`config.mk`:
```
export PLATFORM = sky130hd
export DESIGN_NAME = mlp_seq_core
export DESIGN_NICKNAME = d
export VERILOG_FILES = /design/src/rtl/mlp_seq_core.sv
export SDC_FILE = /design/constraint.sdc
export NUM_CORES = 1
export LEC_CHECK = 0
export CORE_MARGIN = 2
export CORE_UTILIZATION = 60
export CTS_BUF_LIST = sky130_fd_sc_hd__clkbuf_4 sky130_fd_sc_hd__clkbuf_8 sky130_fd_sc_hd__clkbuf_16
export DETAILED_ROUTE_END_ITERATION = 10
export GPL_TIMING_DRIVEN = 0
export PLACE_DENSITY = 0.78
export SLEW_MARGIN = 20
export SYNTH_ARGS = -nofsm -noshare
export SYNTH_HDL_FRONTEND = slang
export SYNTH_SLANG_ARGS = --single-unit
export TNS_END_PERCENT = 100
```
`constraint.sdc`:
```
create_clock -name clk -period 25.3 [get_ports clk]
set_input_delay 3.795 -clock clk [delete_from_list [all_inputs] [get_ports clk]]
set_output_delay 3.795 -clock clk [all_outputs]
set_load 0.05 [all_outputs]
```
`src/rtl/mlp_seq_core.sv`:
```
// mlp_seq_core: time-multiplexed N_IN-N_HID-1 MLP on one signed MAC.
// Weights and biases live in a register file written over the cfg port.
module mlp_seq_core #(
  parameter int N_IN       = 2,
  parameter int N_HID      = 3,
  parameter int IN_WIDTH   = 1,
  parameter int W_WIDTH    = 8,
  parameter int ACC_WIDTH  = 24,
  parameter int ADDR_WIDTH = 5
) (
  input  logic                     clk,
  input  logic                     reset,
  input  logic                     cfg_we,
  input  logic [ADDR_WIDTH-1:0]    cfg_addr,
  input  logic [W_WIDTH-1:0]       cfg_wdata,
  output logic                     cfg_drop,
  input  logic                     in_valid,
  output logic                     in_ready,
  input  logic [N_IN*IN_WIDTH-1:0] in_vec,
  input  logic                     act_relu,
  output logic                     out_valid,
  input  logic                     out_ready,
  output logic                     final_out,
  output logic [ACC_WIDTH-1:0]     score
);

  localparam int NWORDS = N_HID*(N_IN+2)+1;
  localparam int AI     = $clog2(NWORDS);
  localparam int XW     = (IN_WIDTH > W_WIDTH-1) ?
                          IN_WIDTH : W_WIDTH-1;
  localparam int HW     = (N_HID > 1) ? $clog2(N_HID) : 1;
  localparam int IW     = (N_IN > 1) ? $clog2(N_IN) : 1;
  localparam int OBASE  = N_HID*(N_IN+1);
  localparam int MINACC = 2*W_WIDTH+IN_WIDTH+
                          $clog2(N_HID+N_IN+1);
  localparam logic [ADDR_WIDTH:0] NW =
    (ADDR_WIDTH+1)'(NWORDS);

  if (ACC_WIDTH < MINACC) begin : g_acc_chk
    $error("mlp_seq_core: ACC_WIDTH too small");
  end
  if ((64'd1 << ADDR_WIDTH) < 64'(NWORDS)) begin : g_addr_chk
    $error("mlp_seq_core: ADDR_WIDTH too small");
  end

  typedef enum logic [1:0] {IDLE, HID, OUT, DONE} state_t;

  state_t                  state;
  logic [W_WIDTH-1:0]      wmem [NWORDS];
  logic [N_IN*IN_WIDTH-1:0] xcap;
  logic                    relu;
  logic [W_WIDTH-2:0]      hid [N_HID];
  logic [HW-1:0]           h;
  logic [IW-1:0]           i;
  logic signed [ACC_WIDTH-1:0] acc;
  logic signed [ACC_WIDTH-1:0] acc_next;
  logic signed [ACC_WIDTH-1:0] prod;
  logic signed [ACC_WIDTH-1:0] base;
  logic [AI-1:0]           w_idx;
  logic [AI-1:0]           b_idx;
  logic [XW-1:0]           x;
  logic [W_WIDTH-1:0]      w;
  logic [W_WIDTH-1:0]      b;
  logic                    first;
  logic                    last_i;
  logic                    last_h;
  logic                    pos;
  logic [W_WIDTH-2:0]      act;
  logic                    cfg_ok;

  assign last_i = (i == IW'(N_IN-1));
  assign last_h = (h == HW'(N_HID-1));

  // HID walks neuron h / input i; OUT reuses h over hidden values
  always_comb begin
    w_idx = '0;
    b_idx = '0;
    x     = '0;
    first = 1'b0;
    if (state == OUT) begin
      w_idx = AI'(OBASE + int'(h));
      b_idx = AI'(OBASE + N_HID);
      x     = XW'(hid[h]);
      first = (h == '0);
    end else begin
      w_idx = AI'(int'(h)*(N_IN+1) + int'(i));
      b_idx = AI'(int'(h)*(N_IN+1) + N_IN);
      x     = XW'(xcap[int'(i)*IN_WIDTH +: IN_WIDTH]);
      first = (i == '0);
    end
  end

  always_comb begin
    w    = wmem[w_idx];
    b    = wmem[b_idx];
    prod = $signed({{(ACC_WIDTH-W_WIDTH){w[W_WIDTH-1]}}, w}) *
           $signed({{(ACC_WIDTH-XW){1'b0}}, x});
    base = first ?
           $signed({{(ACC_WIDTH-W_WIDTH){b[W_WIDTH-1]}}, b}) :
           acc;
    acc_next = base + prod;
    pos      = !acc_next[ACC_WIDTH-1] && (|acc_next);
    act      = '0;
    if (pos) begin
      if (!relu) begin
        act = (W_WIDTH-1)'(1);
      end else if (|acc_next[ACC_WIDTH-1:W_WIDTH-1]) begin
        act = '1;
      end else begin
        act = acc_next[W_WIDTH-2:0];
      end
    end
  end

  assign in_ready = reset && (state == IDLE);
  assign cfg_ok   = ({1'b0, cfg_addr} < NW) &&
                    ((state == IDLE) || (state == DONE));

  always_ff @(posedge clk or negedge reset) begin
    if (!reset) begin
      state     <= IDLE;
      wmem      <= '{default: '0};
      hid       <= '{default: '0};
      xcap      <= '0;
      relu      <= 1'b0;
      h         <= '0;
      i         <= '0;
      acc       <= '0;
      out_valid <= 1'b0;
      final_out <= 1'b0;
      score     <= '0;
      cfg_drop  <= 1'b0;
    end else begin
      cfg_drop <= cfg_we && !cfg_ok;
      if (cfg_we && cfg_ok) begin
        wmem[AI'(cfg_addr)] <= cfg_wdata;
      end
      unique case (state)
        IDLE: begin
          if (in_valid) begin
            xcap  <= in_vec;
            relu  <= act_relu;
            h     <= '0;
            i     <= '0;
            state <= HID;
          end
        end
        HID: begin
          acc <= acc_next;
          if (last_i) begin
            hid[h] <= act;
            i      <= '0;
            if (last_h) begin
              h     <= '0;
              state <= OUT;
            end else begin
              h <= h + HW'(1);
            end
          end else begin
            i <= i + IW'(1);
          end
        end
        OUT: begin
          acc <= acc_next;
          if (last_h) begin
            score     <= acc_next;
            final_out <= pos;
            out_valid <= 1'b1;
            h         <= '0;
            state     <= DONE;
          end else begin
            h <= h + HW'(1);
          end
        end
        DONE: begin
          if (out_ready) begin
            out_valid <= 1'b0;
            state     <= IDLE;
          end
        end
        default: state <= IDLE;
      endcase
    end
  end

endmodule

```
# ---- Word level (Yosys, flattened, before mapping)
# Index checks and enable logic that the tools add are counted.
# W data, S select, Z words.
dict set report word_totals {
  reg_bits 184
  input_bits 21
  output_inout_bits 28
  elab_cells 120
}
dict set report op_classes {
  addsub 6
  mul 2
  order_cmp 7
  n_eq_ne 9
  shifts 1
  n_mux 39
  n_bitwise 5
  reduce_logical 25
}
# cell count
set op_table {}
lappend op_table {{$bwmux W104} 1}
lappend op_table {{$bmux W8 S4} 2}
lappend op_table {{$mux W7} 7}
lappend op_table {{$mux W8} 5}
lappend op_table {{$demux W8 S4} 1}
lappend op_table {{$add A24 B16 Y24} 1}
lappend op_table {{$mux W24} 1}
lappend op_table {{$reduce_or A24 Y1} 1}
lappend op_table {{$bwmux W21} 1}
lappend op_table {{$reduce_or A17 Y1} 1}
lappend op_table {{$mul A8 B8 Y16} 1}
lappend op_table {{$mux W2} 8}
lappend op_table {{$ge A5 B5 Y1 const B} 3}
lappend op_table {{$not A4 Y5} 3}
lappend op_table {{$bmux W7 S2} 1}
lappend op_table {{$demux W7 S2} 1}
lappend op_table {{$ne A2 B2 Y1 const B} 5}
lappend op_table {{$mux W4} 2}
lappend op_table {{$pmux W2 S4} 1}
lappend op_table {{$reduce_and A2 Y1} 4}
lappend op_table {{$logic_and A1 B1 Y1} 7}
lappend op_table {{$eq A2 B2 Y1 const B} 3}
lappend op_table {{$pmux W2 S3} 1}
lappend op_table {{$reduce_and A3 Y1} 2}
lappend op_table {{23 further kinds} 31}

# ---- Depth between registers and ports, before layout
# Gate-level depths: netlist of the first run.
dict set report logic_depth {
  depth_word 14
  mapped_depth 32
  ltp_nobuf 27
}

# ---- Least setup slack after synthesis of the first run
# No wires, ideal clock.
dict set report synth_timing {
  path_kind {register -> register}
  startpoint {register h[1]}
  endpoint {register final_out}
  setup_ns 0.147
  arrival_ns 7.942
  required_time_ns 25.153
  setup_slack_ns 17.211
  stages_incl_launch_ff 26
  n_path_buf 1
  period_less_slack_ns 8.089
  path_cell_list {dfrtp_1 clkbuf_1 inv_1 ha_1 ha_1 mux2i_4 inv_2 mux4_2 a22oi_1 o21ai_2 and2_1 inv_1 fa_1 fa_1 fa_1 fa_1 inv_1 ha_1 and3_1 and2_1 a22oi_2 a21oi_1 or3b_2 a2111o_4 nor3_4 a31oi_1}
}
dict set report synth_via {
  elab_chain_len 11
  word_cells_on_any_way 29
  cone_classes {4 x add/sub; 2 x mul; 1 x eq/ne; 14 x mux; 3 x bitwise; 5 x reduce/logical}
}
# element line_no
set synth_lines {}
lappend synth_lines {{start, declared} 53} ;# logic [HW-1:0] h;
lappend synth_lines {{start signal, assigned} 157} ;# h <= h + HW'(1);
lappend synth_lines {{start signal, assigned} 172} ;# h <= h + HW'(1);
lappend synth_lines {{$mul A2 B2 Y4} {86, 87}}
lappend synth_lines {{$add A4 B2 Y4, on equally long branches} {86, 87}}
lappend synth_lines {{$mux W4} 80} ;# if (state == OUT) begin
lappend synth_lines {{$not A4 Y5, on equally long branches} {94, 95}}
lappend synth_lines {{$bmux W8 S4, on equally long branches} {94, 95}}
lappend synth_lines {{$mux W8, on equally long branches (2 in series)} {94, 95}}
lappend synth_lines {{$mul A8 B8 Y16 / $mux W24 (equally long branches)} {96, 98}}
lappend synth_lines {{$add A24 B16 Y24} 101} ;# acc_next = base + prod;
lappend synth_lines {{$reduce_or A24 Y1 / $logic_not A1 Y1 (equally long branches)} 102} ;# pos = !acc_next[ACC_WIDTH-1] && (|acc_next);
lappend synth_lines {{$logic_and A1 B1 Y1} 102}
lappend synth_lines {{end signal, assigned} 167} ;# final_out <= pos;
lappend synth_lines {{end, declared} 23} ;# output logic final_out,
# Several ways; a longest one is shown, not always the timed one. The select of a mux whose other input is x is not followed.
# A chain may end at the register's enable or synchronous reset.

# ---- Worst setup path in the final report of the first run
dict set report layout_timing {
  startpoint {register h[1]}
  endpoint {register hid[10] in the netlist's numbering}
}
dict set report layout_via {
  elab_chain_len 14
  word_cells_on_any_way 37
  cone_classes {4 x add/sub; 2 x mul; 2 x order compare; 20 x mux; 3 x bitwise; 6 x reduce/logical}
}
# element line_no
set layout_lines {}
lappend layout_lines {{$mul A2 B2 Y4} {86, 87}}
lappend layout_lines {{$add A4 B2 Y4, on equally long branches} {86, 87}}
lappend layout_lines {{$mux W4} 80}
lappend layout_lines {{$not A4 Y5, on equally long branches} {94, 95}}
lappend layout_lines {{$bmux W8 S4, on equally long branches} {94, 95}}
lappend layout_lines {{$mux W8, on equally long branches (2 in series)} {94, 95}}
lappend layout_lines {{$mul A8 B8 Y16 / $mux W24 (equally long branches)} {96, 98}}
lappend layout_lines {{$add A24 B16 Y24} 101}
lappend layout_lines {{$reduce_or A17 Y1} 107} ;# end else if (|acc_next[ACC_WIDTH-1:W_WIDTH-1]) begin
lappend layout_lines {{$mux W7} 107}
lappend layout_lines {{$mux W7} 105} ;# if (!relu) begin
lappend layout_lines {{$mux W7} 104} ;# if (pos) begin
lappend layout_lines {{$bwmux W21 *} 151} ;# hid[h] <= act;
lappend layout_lines {{end signal, assigned by index} 151}
lappend layout_lines {{end, declared} 52} ;# logic [W_WIDTH-2:0] hid [N_HID];
# Every way passes the cells marked *; elsewhere a longest branch is shown, timed or not. The select of a mux whose other input is x is not followed.

==> results of run 1 <==
[area by class of cell]
| cell class | instances | area share (%) |
|---|---|---|
| sequential | 184 | 30.07 |
| buffer | 65 | 1.969 |
| inverter | 126 | 3.089 |
| clock buffer | 18 | 2.868 |
| clock inverter | 14 | 1.103 |
| tap | 285 | 2.329 |
| multi-input combinational | 907 | 55.23 |
| timing repair buffer | 49 | 3.334 |
[registers in the layout, indices dropped and copies added, names as in the netlist]
signal and flops:
score 24, xcap 2, relu 1, cfg_drop 1, final_out 1, h 2
state 2, acc 24, i 1, wmem 104, out_valid 1, hid 21
[metrics by stage]
step	instance area [sq um]	std cells	utilization [%]
floorplan	13820	1282	-
global placement	14650	1614	64.70
detailed placement	14700	1616	64.94
CTS	15310	1648	67.63
global route	15310	1648	67.63
finish	15310	1648	67.63
[worst max-delay path: cells and delay by family, from the launching register on]
family | cells | cell delay (ns)
mux | 1 | 0.55
xor+xnor | 1 | 0.20
compound gates | 7 | 1.47
simple gates | 4 | 1.73
buf+inv | 8 | 1.88
flops | 1 | 0.42
fa+ha+maj | 7 | 3.20
[cells in the final DEF, fill, tap and decap left out, types with 12 or more instances in the layout]
master | Yosys | layout
dfrtp_1 | 184 | 184
and2_1 | 16 | 16
inv_1 | 124 | 124
mux2i_1 | 50 | 50
nand2_1 | 104 | 104
nor2_1 | 34 | 34
mux4_2 | 20 | 20
fa_1 | 91 | 91
o21ai_0 | 60 | 60
xnor2_1 | 18 | 18
a21oi_1 | 57 | 57
clkbuf_1 | 43 | 43
clkbuf_16 | 0 | 17
nor2b_1 | 53 | 53
ha_1 | 62 | 62
nand3_1 | 15 | 15
a31oi_1 | 13 | 13
a211oi_1 | 18 | 18
mux2_2 | 147 | 147
clkdlybuf4s50_1 | 0 | 46
xor2_1 | 12 | 12
[synthesized netlist by cell type, types with 7 or more instances]
library cell | n | area share (%)
a31oi_1 | 13 | 0.59
dfrtp_1 | 184 | 33
mux2_2 | 147 | 12
buf_2 | 7 | 0.25
nor2_1 | 34 | 0.92
nand3_1 | 15 | 0.54
a21oi_1 | 57 | 2.1
nor2b_1 | 53 | 2.4
xor2_1 | 12 | 0.76
nand2b_1 | 10 | 0.45
nand2_1 | 104 | 2.8
and2_1 | 16 | 0.72
fa_1 | 91 | 13
mux2i_1 | 50 | 3.6
clkbuf_1 | 43 | 1.2
a211oi_1 | 18 | 0.98
mux4_2 | 20 | 3.3
nor3_1 | 11 | 0.40
inv_1 | 124 | 3.4
a21o_1 | 7 | 0.38
o21ai_0 | 60 | 2.2
buf_1 | 7 | 0.19
xnor2_1 | 18 | 1.1
o31ai_1 | 9 | 0.49
ha_1 | 62 | 5.6
a22oi_1 | 9 | 0.49
[path summary, 6_finish.rpt]
path	start	end	slack [ns]	depth (start not counted)
max in group asynchronous	reset	score[7]	21.00	2
max reg2reg	h[1]	hid[10]	15.70	28
min	score[5]	score[5]	0.48	2
max	h[1]	hid[10]	15.70	28
min in group asynchronous	reset	wmem[83]	3.35	1
min reg2reg	score[5]	score[5]	0.48	2
[logic make-up (layout without fill, tap and decap cells)]
group           after synthesis  after routing  synth area share [%]
buf+inv                     191            272                 5.604
fa+ha+maj                   153            153                 18.79
mux                         219            219                 19.21
flops                       184            184                 33.32
xor+xnor                     30             30                 1.901
simple gates                276            276                 10.37
compound gates              229            229                 10.81
[per-layer routing]
layer / share of wire, % / routed length, um / global-route usage (%)
met1: 42 / 14260 / 38.26
met2: 49 / 16880 / 50.19
met3: 4.7 / 1598 / 4.722
met4: 4.4 / 1515 / 13.24
met5: 0 / 0 / 0
==> metrics, run 1 <==
outcome=complete, no violations; dpl hpwl=25990 um; CP most frequent cell=inv_1; first-pass GRT wire length=roughly 56000 um; Max-Cap Viols=0; DRC Markers=0; Initial DRC Count=approximately 760; CTS tree=done; total track usage=between 20% and 30%; final setup TNS=0 ns; Initial Util=61.04%; row cnt=55; antenna-violating nets left=0; detailed-route wire length per cell=approximately 21 um; initial antenna violation count=0; Final Max Tran Viols=0; clk sink count=around 180; syn_area_per_cell=roughly 11 sq um; final worst slack=about 16 ns; CTS Root Cell=clkbuf_16; CP max stage cell=fa_1; placer's final routability congestion estimate=slightly above 0.9; clock buffer depth=2; Die Height=between 150 and 200 um; Yosys Warn Count=0; vias in the first global route=around 11000; Setup crit start kind=flop; CP Data Required Time=between 20 and 30 ns; area delta synth->final=10.78%; vias per std cell=around 6.1; async set-or-reset flop fraction in the synthesized netlist=100.0%; Hold Crit Class=flop to flop; Filler cells=around 1700; Distinct cells, synth=71; EDFF count, synth=0; Slew @ Worst Pin=~1.0 ns; top_reg_cell synth=dfrtp_1; fin crit share=between 30 and 40%; PortBufs=47; Final Skew=between 0.01 and 0.015 ns; Final Hold Violating Endpoints=0; critical path type=flop to flop; register area=roughly 4600 sq um; Ports=just under 50; Setup-failing EPs final=0; CTS buffer count=17; Mapped Area=13820 sq um; layout cell share with drive strength beyond 1=between 10% and 20%; worst rel slew slack=approximately 30%; grt ovf=0; final net count=1524; DRT Pass-1 Iters=7; Clk Latency, worst-skew pair=0.44 ns; Die Area=between 20000 and 25000 sq um; Gates resized, CTS repair=0; Period minus WS final=between 9 and 10 ns; Worst Path Max Fanout=15; # hold bufs at CTS=0; FMAX=104.2 MHz; CP endpoint kind=flop; Seq cells post-synth=between 150 and 200; H-tree Lvls=4; Post-Syn Nets=~1500; Post-CTS Setup Repair Bufs=0; DR vias=between 10000 and 15000; delay of the slowest cell on the worst path=between 0.7 and 0.8 ns; die span in x=roughly 160 um; crit path DAT=~9.9 ns; CTS clk-pin slew, worst paths=0.07 ns; DP Worst Slack=15.83 ns; pin count of the biggest net entering global routing=94; Multi-input gate area=8457 sq um; sequential share of the synthesized area=33.32%; hold slack=around 0.48 ns; synthesized instance count=1282; Antenna diodes=0; drt total wl=34250 um; RSZ-0062 raised after global routing=false; area of the core=22640 sq um
Power of run 1 is left out: the tool's default activity adds up to more than one toggle a clock period on the data nets, which glitch-free logic cannot reach.
==> run 2, diff against run 1 <==
clock period = 9.3 ns   (was 25.3 ns; I/O delays follow)
==> metrics, run 2 (synthesized netlist as in run 1, its figures left out) <==
CP max stage cell=fa_1; CP Launch Point=h[0]; min-delay src=score[5]; vias per std cell=6.177 (+0.66%); crit path DAT=9.27 ns (-0.63 ns); Max-Cap Viols=0 (unchanged); most common cell after layout, fill and taps aside=dfrtp_1; Setup-failing EPs final=0 (unchanged); fin crit share=96.39% (+58 points); pin count of the biggest net entering global routing=94 (unchanged); Worst Path Max Fanout=10 (-5); final net count=1539 (+0.98%); clk sink count=184 (unchanged); biggest regs=wmem: 104 flops, acc: 24 flops, score: 24 flops; CTS buffer count=17 (unchanged); row cnt=55 (unchanged); Largest register FFs=104 (unchanged); DP Area=14700 sq um (unchanged); dpl hpwl=25990 um (unchanged); Top reg by flops=wmem; FMAX=111.6 MHz (+7.0%); vias in the first global route=10617 (+0.13%); # hold bufs at CTS=0 (unchanged); DRC Markers=0 (unchanged); placer's final routability congestion estimate=0.9248 (unchanged); Die Area=24260 sq um (unchanged); total track usage=29.78% (about the same); DRT Pass-1 Iters=8 (+1); layout cell share with drive strength beyond 1=19.52% (+1.2 points); Period minus WS final=8.964 ns (-0.6307 ns); Final Hold Violating Endpoints=0 (unchanged); CP endpoint kind=flop; CTS Root Cell=clkbuf_16; grt ovf=0 (unchanged); CTS tree=done; Final Skew=0.01186 ns (-0.001230 ns); DR vias=10272 (+1.6%); Ports=49 (unchanged); CP Data Required Time=9.60 ns (-16.01 ns); Hold Crit Class=flop to flop; Die Height=155.8 um (unchanged); Critical R2R Launch=h[0]; detailed-route wire length per cell=21.08 um (+1.4%); die span in x=155.8 um (unchanged); outcome=complete, no violations; Clk Latency, worst-skew pair=0.45 ns (about the same); first-pass GRT wire length=56040 um (about the same); most frequent cells in the layout=184 x dfrtp_1, 147 x mux2_2, 122 x inv_1; initial antenna violation count=0 (unchanged); flop2flop setup slack=0.34 ns (-15.37 ns); area of the core=22640 sq um (unchanged); Setup crit start kind=flop; worst rel slew slack=30.78% (+1.1 points); Initial DRC Count=770 (+1.2%); Final Max Tran Viols=0 (unchanged); area delta synth->final=11.76%; H-tree Lvls=4 (unchanged); PortBufs=47 (unchanged); clock buffer depth=2 (unchanged); fin area=15450 sq um (+0.88%); drt total wl=35060 um (+2.4%); delay of the slowest cell on the worst path=0.64 ns (-0.07 ns); Initial Util=61.04% (unchanged); Slew @ Worst Pin=1.030 ns (-0.01608 ns); critical path type=flop to flop; CTS clk-pin slew, worst paths=0.07 ns (about the same); antenna-violating nets left=0 (unchanged); Antenna diodes=0 (unchanged)
## run 2: layout make-up
type	instances	area, sq um
Timing Repair Buffer	64	635.6
Tap cell	285	356.6
Clock inverter	14	168.9
Clock buffer	18	439.2
Multi-Input combinational cell	907	8457
Sequential cell	184	4604
Inverter	126	480.5
Fill cell	1648	7194
Buffer	65	304.0
## run 2: routing by layer
layer	vias up	track usage [%]	part of all wire [%]
met3	115	4.167	5.2
met1	5179	38.17	41
met2	374	50.32	49
met4	0	14.11	4.5
li1	4604	-	-
met5	-	0	0
## run 2: worst paths after layout
kind | end | cells past startpoint
worst max register to register | hid[16] | 28
worst max-delay path | hid[16] | 28
min in group asynchronous | wmem[83] | 1
worst min-delay path | score[5] | 2
max in group asynchronous | score[7] | 2
worst min register to register | score[5] | 2
## run 2: through the flow
stage | setup slack [ns] | std cells | hold WS [ns] | TNS [ns] | utilization (%)
2_1_floorplan | 1.211 | 1282 | 0.4492 | 0 | -
3_3_place_gp | -1.419 | 1614 | 0.4614 | -137.18 | 64.70
3_5_place_dp | -0.1748 | 1616 | 0.4696 | -3.075 | 64.94
4_1_cts | 0.3221 | 1649 | 0.4858 | 0 | 67.67
5_1_grt | -0.01155 | 1663 | 0.5041 | -0.01537 | 68.22
6_report | 0.3356 | 1663 | 0.4790 | 0 | 68.22
## run 2: repair_timing
| action | in CTS | in global routing |
|---|---|---|
| cloned | 0 | 0 |
| setup buffers | 1 | 14 |
| setup endpoints to repair | 22 | 22 |
| gates resized for setup | 1 | 4 |
## run 2: worst max-delay path, delay by kind of cell (launching register included)
kind	cells	cell delay [ns]
XOR/XNOR	2	0.34
flip-flops	1	0.50
buffers and inverters	7	1.20
AO/OA/AOI/OAI	7	1.68
adder cells (fa/ha/maj)	7	3.22
AND/OR/NAND/NOR	5	1.86
Power of run 2 is left out for the same reason.
